<file path="config.mk">
export PLATFORM = sky130hd
export DESIGN_NAME = uart_rx
export DESIGN_NICKNAME = d
export VERILOG_FILES = /design/src/rtl/uart_rx.sv
export SDC_FILE = /design/constraint.sdc
export NUM_CORES = 1
export LEC_CHECK = 0
export CAP_MARGIN = 5
export CORE_AREA = 2 2 65 67
export DETAILED_ROUTE_END_ITERATION = 7
export DIE_AREA = 0 0 67 69
export PLACE_DENSITY_LB_ADDON = 0.25
export SLEW_MARGIN = 20
export SYNTH_ARGS = -nofsm -noshare
export SYNTH_HDL_FRONTEND = slang
export SYNTH_SLANG_ARGS = --single-unit
</file>
<file path="constraint.sdc">
create_clock -name clk -period 2.5 [get_ports clk]
set_clock_uncertainty 0.2 [all_clocks]
set_input_delay 0.25 -clock clk [delete_from_list [all_inputs] [get_ports clk]]
set_output_delay 0.25 -clock clk [all_outputs]
set_load 0.01 [all_outputs]
</file>
<file path="src/rtl/uart_rx.sv">
// uart_rx: 8N1 serial receiver with valid/ready byte output.
// Ports: clk, rst (sync, active-low), rx (async line), data/valid/ready
// (byte handshake), frame_err/overrun (1-cycle pulses), busy (not idle).
module uart_rx #(
    parameter int CLK_HZ       = 48000000,
    parameter int BAUD         = 115200,
    parameter int CLKS_PER_BIT = CLK_HZ / BAUD
) (
    input  logic       clk,
    input  logic       rst,
    input  logic       rx,
    output logic [7:0] data,
    output logic       valid,
    input  logic       ready,
    output logic       frame_err,
    output logic       overrun,
    output logic       busy
);
    localparam int CW   = $clog2(CLKS_PER_BIT);
    localparam int HALF = CLKS_PER_BIT / 2;
    localparam logic [CW-1:0] HALF_M1 = CW'(HALF - 1);
    localparam logic [CW-1:0] FULL_M1 = CW'(CLKS_PER_BIT - 1);

    typedef enum logic [2:0] {
        IDLE,
        START,
        DATA,
        STOP,
        WAIT_HIGH
    } state_t;

    state_t        state;
    logic          sync1;
    logic          rx_s;
    logic [7:0]    shift;
    logic [2:0]    bit_idx;
    logic [CW-1:0] cnt;
    logic          load;

    // Receive FSM. The shift register is not touched again until the
    // next frame's first data sample, so the output stage can read it
    // one cycle after the registered load strobe.
    always_ff @(posedge clk) begin
        if (!rst) begin
            state     <= IDLE;
            sync1     <= 1'b1;
            rx_s      <= 1'b1;
            shift     <= 8'd0;
            bit_idx   <= 3'd0;
            cnt       <= '0;
            load      <= 1'b0;
            frame_err <= 1'b0;
        end else begin
            sync1     <= rx;
            rx_s      <= sync1;
            load      <= 1'b0;
            frame_err <= 1'b0;
            case (state)
                IDLE: begin
                    if (!rx_s) begin
                        state <= START;
                        cnt   <= '0;
                    end
                end
                START: begin
                    if (cnt == HALF_M1) begin
                        cnt     <= '0;
                        bit_idx <= 3'd0;
                        // A start bit gone high by its centre is a glitch.
                        state   <= rx_s ? IDLE : DATA;
                    end else begin
                        cnt <= cnt + 1'b1;
                    end
                end
                DATA: begin
                    if (cnt == FULL_M1) begin
                        cnt     <= '0;
                        shift   <= {rx_s, shift[7:1]};
                        bit_idx <= bit_idx + 3'd1;
                        if (bit_idx == 3'd7) begin
                            state <= STOP;
                        end
                    end else begin
                        cnt <= cnt + 1'b1;
                    end
                end
                STOP: begin
                    if (cnt == FULL_M1) begin
                        cnt <= '0;
                        if (rx_s) begin
                            load  <= 1'b1;
                            state <= IDLE;
                        end else begin
                            frame_err <= 1'b1;
                            state     <= WAIT_HIGH;
                        end
                    end else begin
                        cnt <= cnt + 1'b1;
                    end
                end
                WAIT_HIGH: begin
                    // A held-low line (break) must not look like a start.
                    if (rx_s) begin
                        state <= IDLE;
                    end
                end
                default: state <= IDLE;
            endcase
        end
    end

    // Output handshake; a load wins over a same-cycle consume.
    always_ff @(posedge clk) begin
        if (!rst) begin
            data    <= 8'd0;
            valid   <= 1'b0;
            overrun <= 1'b0;
        end else begin
            overrun <= 1'b0;
            if (load) begin
                data    <= shift;
                valid   <= 1'b1;
                overrun <= valid && !ready;
            end else if (valid && ready) begin
                valid <= 1'b0;
            end
        end
    end

    assign busy = (state != IDLE);

endmodule

</file>
==> flow_metrics.env, run 1 <==
export IMPL_status="completed"
export IMPL_port_buffers=15
export IMPL_crit_path_max_incr_delay_ps=510
export IMPL_yosysWarningCount=0
export IMPL_path_clk_slew_ps=80
export IMPL_drt_antenna_violating_nets=0
export IMPL_drt_iter0_drc=92
export IMPL_synth_seq_cells=37
export IMPL_finalSetupViolations=0
export IMPL_leakagePower_nw=0.788
export IMPL_ir_drop_uv=312
export IMPL_critical_path_slowest_cell="or4_1"
export IMPL_initial_utilization_pct=44.1
export IMPL_reg2reg_depth=5
export IMPL_syn_nets=183
export IMPL_fin_crit_sh_pct=84.8
export IMPL_syn_avg_cell_area_um2=9.82
export IMPL_cp_start_kind="flip-flop"
export IMPL_end_kind="flip-flop"
export IMPL_syn2layout_area_growth_pct=15.6
export IMPL_grt_use_total_pct=16.3
export IMPL_vias=1288
export IMPL_tightest_slew_ps=539
export IMPL_finalNonFillerCells=239
export IMPL_coreArea_um2=3910
export IMPL_async_flop_share_pct=0
export IMPL_synth_seq_area_share_pct=42.9
export IMPL_antenna_found_initial=0
export IMPL_hpwlAfterDp_mm=2.19
export IMPL_synthesis_area_um2=1730
export IMPL_drive_gt1_share_pct=7.94
export IMPL_rsz0062_at_grt="no"
export IMPL_grt_max_degree=38
export IMPL_crit_type="reg2reg"
export IMPL_max_slew_margin_rel_pct=64.1
export IMPL_layout_common_cells="dfxtp_1, nor2b_1, mux2i_1, clkdlybuf4s50_1, nand2_1"
export IMPL_syn_inst=176
export IMPL_die_area_um2=4620
export IMPL_die_w_um=67
export IMPL_fillCellCount=380
export IMPL_cts_buffers=5
export IMPL_path_max_fanout=12
export IMPL_tns_ps=0
export IMPL_rows=23
export IMPL_cp_top_family="simple AND/OR/NAND/NOR gates"
export IMPL_final_common_cell="dfxtp_1"
export IMPL_final_core_util_pct=51.0
export IMPL_antenna_cells=0
export IMPL_critical_path_required_ps=2520
export IMPL_clk_path_buf_depth=2
export IMPL_die_h_um=69
export IMPL_hold_depth=1
export IMPL_crit_buf_inv=0
export IMPL_placedCellCount=231
export IMPL_drv_cap=0
export IMPL_drc=0
export IMPL_synth_top_area_share_pct=42.9
export IMPL_grt_overflow=0
export IMPL_finalNetCount=195
export IMPL_synth_cell_types=48
export IMPL_hold_buffers=0
export IMPL_postCtsSetupBuffers=0
export IMPL_htreeDepth=2
export IMPL_netlist_top_cells_area="dfxtp_1, mux2i_1, nor2b_1"
export IMPL_via_per_inst=5.39
export IMPL_drt_pass1_iterations=4
export IMPL_hp_class="reg2reg"
export IMPL_critPathArrivalTime_ps=2140
export IMPL_worst_path_stages=5
export IMPL_period_minus_slack_ps=2120
export IMPL_cts_tree="done"
export IMPL_fmax_ghz=0.472
export IMPL_hold_viol_final=0
export IMPL_synth_edf_count=0
export IMPL_insertion_delay_ps=290
export IMPL_grt_pass1_vias=1274
export IMPL_grt_pass1_wl_mm=5.87
export IMPL_post_cts_resized=0
export IMPL_slew_viol_final=0
export IMPL_worstPathCellList="ha_1, and4_1, a21oi_2, or4_1, a21boi_1"
export IMPL_cts_root_buf="clkbuf_8"
export IMPL_wl_per_cell_um=13.6
export IMPL_hold_slack_ps=219
export IMPL_synth_area_leader_cell="dfxtp_1"
export IMPL_ys_flop_type="dfxtp_1"
export IMPL_io_pins=16
export IMPL_power_density_nw_per_um2=578
export IMPL_gp_congestion=0.798
export IMPL_clock_sinks=37
export IMPL_drt_total_wl_mm=3.26
## through the flow
stage                     total power, W  worst slack [ps]  area, um2
after floorplan                 0.000635               667       1730
after global placement          0.000646               514       1890
after detailed placement        0.000647               428       1890
after CTS                        0.00116               395       2000
after global routing             0.00120               251       2000
final                            0.00115               381       2000
## sequential cells by signal (all words and copies together), names as in the netlist
register,count
cnt,9
shift,8
frame_err,1
bit_idx,3
load,1
data,8
overrun,1
sync1,1
rx_s,1
state,3
valid,1
## report_power, final
| group | leakage [nW] | internal [W] | switching, W |
|---|---|---|---|
| clock | 0.0554 | 0.000299 | 0.000221 |
| sequential | 0.299 | 0.000592 | 0.00000361 |
| combinational | 0.434 | 0.0000188 | 0.0000189 |
| total | 0.788 | 0.000910 | 0.000244 |
## path summary, 6_finish.rpt
| path | from | endpoint | slack [ps] |
|---|---|---|---|
| setup reg to reg | cnt[0] | state[0] | 380 |
| hold reg to reg | sync1 | rx_s | 220 |
| hold / removal | sync1 | rx_s | 220 |
| setup / recovery | cnt[0] | state[0] | 380 |
## cells in the mapped netlist (2+ instances only)
| cell type | instances |
|---|---|
| and2_1 | 2 |
| o21ai_1 | 3 |
| a21boi_1 | 3 |
| and3_1 | 5 |
| o21a_1 | 6 |
| a21boi_0 | 2 |
| nand3_1 | 3 |
| clkbuf_1 | 6 |
| a21oi_1 | 7 |
| buf_6 | 2 |
| mux2i_1 | 16 |
| buf_2 | 2 |
| nand2_1 | 11 |
| nand2b_1 | 4 |
| inv_1 | 4 |
| nor2b_1 | 17 |
| nand4b_4 | 2 |
| ha_1 | 3 |
| o22ai_1 | 4 |
| nor4_1 | 2 |
| dfxtp_1 | 37 |
| nor2_1 | 9 |
## kinds of logic after synthesis
logic type | synth area share [%]
simple gates | 25.1
flops | 42.9
xor+xnor | 0.507
buf+inv | 4.49
mux | 9.27
compound gates | 15.6
fa+ha+maj | 2.17
## routing by layer
metal  part of all wire [%]  vias to the layer above  track usage [%]
met5                      0                        -                0
met4                    1.7                        0             6.12
met3                    4.8                        7             5.87
met2                     46                       23             24.5
met1                     47                      611             21.2
li1                       -                      647                -
## layout make-up
cell class	count	area, um2	area share [%]
clock inverter	2	38.8	1.94
timing repair buffer	16	158	7.89
sequential	37	741	37.1
tap	50	62.6	3.13
multi-input combinational	124	910	45.6
clock buffer	6	72.6	3.63
inverter	4	15.0	0.752
No activity file was read; power rests on OpenSTA's default activity.
==> run 2: changes to the inputs <==
- clock period: 2.5 -> 1.7 ns (I/O delays scaled with it)
==> run 2 against run 1 <==
  * The run now ends with negative setup slack left
  * Utilization grew 6.2 points
  * Setup slack worse by 410 ps
  * Final cell count is 8.8% higher
  * Wire length grew 17%
  * Register-to-register slack worse by 410 ps
  * Worst hold slack better by 2.3 ps
  * Critical path type unchanged
  * Largest cell class unchanged
==> flow_metrics.env, run 2 (synthesis results as in run 1) <==
export IMPL_hold_viol_final=0
export IMPL_fin_area_um2=2240
export IMPL_end_kind="flip-flop"
export IMPL_vias=1431
export IMPL_grt_overflow=0
export IMPL_switching_share_pct=23.4
export IMPL_port_buffers=15
export IMPL_drt_iter0_drc=67
export IMPL_reg2reg_depth=5
export IMPL_cp_top_family="simple AND/OR/NAND/NOR gates"
export IMPL_clock_sinks=37
export IMPL_final_core_util_pct=57.2
export IMPL_die_area_um2=4620
export IMPL_p_switching_w=0.000368
export IMPL_ir_drop_uv=403
export IMPL_htreeDepth=2
export IMPL_pwr_share_comb_pct=4.9
export IMPL_grt_pass1_vias=1424
export IMPL_antenna_found_initial=0
export IMPL_finalNetCount=216
export IMPL_coreArea_um2=3910
export IMPL_hp_class="reg2reg"
export IMPL_final_common_cell="dfxtp_1"
export IMPL_layout_common_cells="dfxtp_1, nor2b_1, buf_4, mux2i_1, clkdlybuf4s50_1"
export IMPL_p_clk_share_pct=39.4
export IMPL_clk_path_buf_depth=2
export IMPL_top_regs="cnt (9), data (8), shift (8)"
export IMPL_io_pins=16
export IMPL_r2r_slack_ps=-20
export IMPL_rsz0062_at_grt="yes"
export IMPL_grt_busiest_layer="met2"
export IMPL_rows=23
export IMPL_fin_crit_sh_pct=101
export IMPL_gp_congestion=0.851
export IMPL_initial_utilization_pct=44.1
export IMPL_grt_pass1_wl_mm=6.50
export IMPL_power_density_nw_per_um2=701
export IMPL_fillCellCount=338
export IMPL_cts_tree="done"
export IMPL_p_int_w=0.00120
export IMPL_antenna_cells=0
export IMPL_critical_path_required_ps=1730
export IMPL_cts_root_buf="clkbuf_8"
export IMPL_tightest_slew_ps=532
export IMPL_wl_per_cell_um=14.6
export IMPL_grt_util_met1_pct=21.9
export IMPL_finalSetupViolations=3
export IMPL_fmax_ghz=0.580
export IMPL_regMostFlops="cnt"
export IMPL_via_per_inst=5.50
export IMPL_worstReg2RegStart="cnt[0]"
export IMPL_cts_buffers=5
export IMPL_met2_usage_pct=29.3
export IMPL_die_h_um=69
export IMPL_insertion_delay_ps=290
export IMPL_path_max_fanout=5
export IMPL_drv_cap=0
export IMPL_placed_area_um2=2060
export IMPL_cp_start_kind="flip-flop"
export IMPL_largest_reg_flops=9
export IMPL_critPathArrivalTime_ps=1750
export IMPL_drc=0
export IMPL_worstReg2RegEnd="state[0]"
export IMPL_hold_buffers=0
export IMPL_gr_usage_met3_pct=5.55
export IMPL_crit_buf_inv=0
export IMPL_drive_gt1_share_pct=24.3
export IMPL_drt_pass1_iterations=5
export IMPL_drt_total_wl_mm=3.80
export IMPL_hpwlAfterDp_mm=2.50
export IMPL_slew_viol_final=0
export IMPL_path_clk_slew_ps=80
export IMPL_grt_max_degree=28
export IMPL_hold_depth=1
export IMPL_p_seq_share_pct=55.7
export IMPL_critical_path_slowest_cell="or4_4"
export IMPL_violations="negative setup slack"
export IMPL_hp_start="sync1"
export IMPL_status="finished, violations left"
export IMPL_grt_use_total_pct=17.8
export IMPL_worstPathCellList="ha_4, and4_4, a21oi_4, or4_4, a21boi_2"
export IMPL_fin_ws_ps=-24.5
export IMPL_max_slew_margin_rel_pct=64.5
export IMPL_crit_path_max_incr_delay_ps=480
export IMPL_leakagePower_nw=0.902
export IMPL_syn2layout_area_growth_pct=29.6
export IMPL_drt_antenna_violating_nets=0
export IMPL_crit_type="reg2reg"
export IMPL_hold_end="rx_s"
export IMPL_die_w_um=67
export IMPL_period_minus_slack_ps=1720
run 2: changes by cell type in the layout (fill, tap and decap cells not counted), sizes merged:
cell / change
inv: +1
bufinv: -1
dlygate4sd2: +1
clkinvlp: +1
buf: +21
clkdlybuf4s50: -1
clkbuf: -1
run 2: layer usage:
metal	vias to the layer above	routed length (um)
li1	692	-
met1	690	1670
met2	40	1870
met3	9	193
met4	0	59
met5	-	0
run 2: area by class of cell:
class / instances / area (um2) / share of cell area [%]
Multi-Input combinational cell: 124 / 978 / 43.7
Sequential cell: 37 / 743 / 33.2
Timing Repair Buffer: 37 / 350 / 15.6
Clock buffer: 5 / 68.8 / 3.07
Tap cell: 50 / 62.6 / 2.79
Clock inverter: 3 / 21.3 / 0.950
Inverter: 4 / 15.0 / 0.670
run 2: power by group through the flow:
stage / Sequential (W) / Combinational (W) / Clock [W]
floorplan: 0.000894 / 0.0000415 / 0
global placement: 0.000895 / 0.0000675 / 0
detailed placement: 0.000895 / 0.0000693 / 0
CTS: 0.000874 / 0.0000742 / 0.000637
global route: 0.000875 / 0.0000828 / 0.000684
finish: 0.000875 / 0.0000770 / 0.000618
run 2: worst max path at each step:
stage,start,to,slack [ps],depth (start not counted)
detailed placement,cnt[1],cnt[8],-90,5
global placement,cnt[1],cnt[8],-40,5
finish,cnt[0],state[0],-20,5
CTS,cnt[1],cnt[8],0.7,5
floorplan,cnt[1],bit_idx[0],-7,7
global route,cnt[0],state[0],-70,5
run 2: timing repair:
action / CTS / global route
setup endpoints to repair: 22 / 19
pin swaps: 1 / 5
resized for setup: 7 / 10
buffers inserted: 3 / 0
run 2: metrics by stage:
stage	instances	power (W)	worst slack, ps	setup TNS (ps)	hold slack (ps)
floorplan	176	0.000935	-7.29	-21.9	71.5
global placement	249	0.000963	-41.1	-71.6	200
detailed placement	249	0.000964	-90.9	-495	200
CTS	260	0.00159	0.696	0	225
global route	260	0.00164	-72.5	-544	253
finish	260	0.00157	-24.5	-27.9	221
==> run 3: changes to the inputs <==
- GPL_ROUTABILITY_DRIVEN: not set -> 0
==> results of run 3 <==
Same layout as run 2: the final DEF is identical, and so are final timing and power.
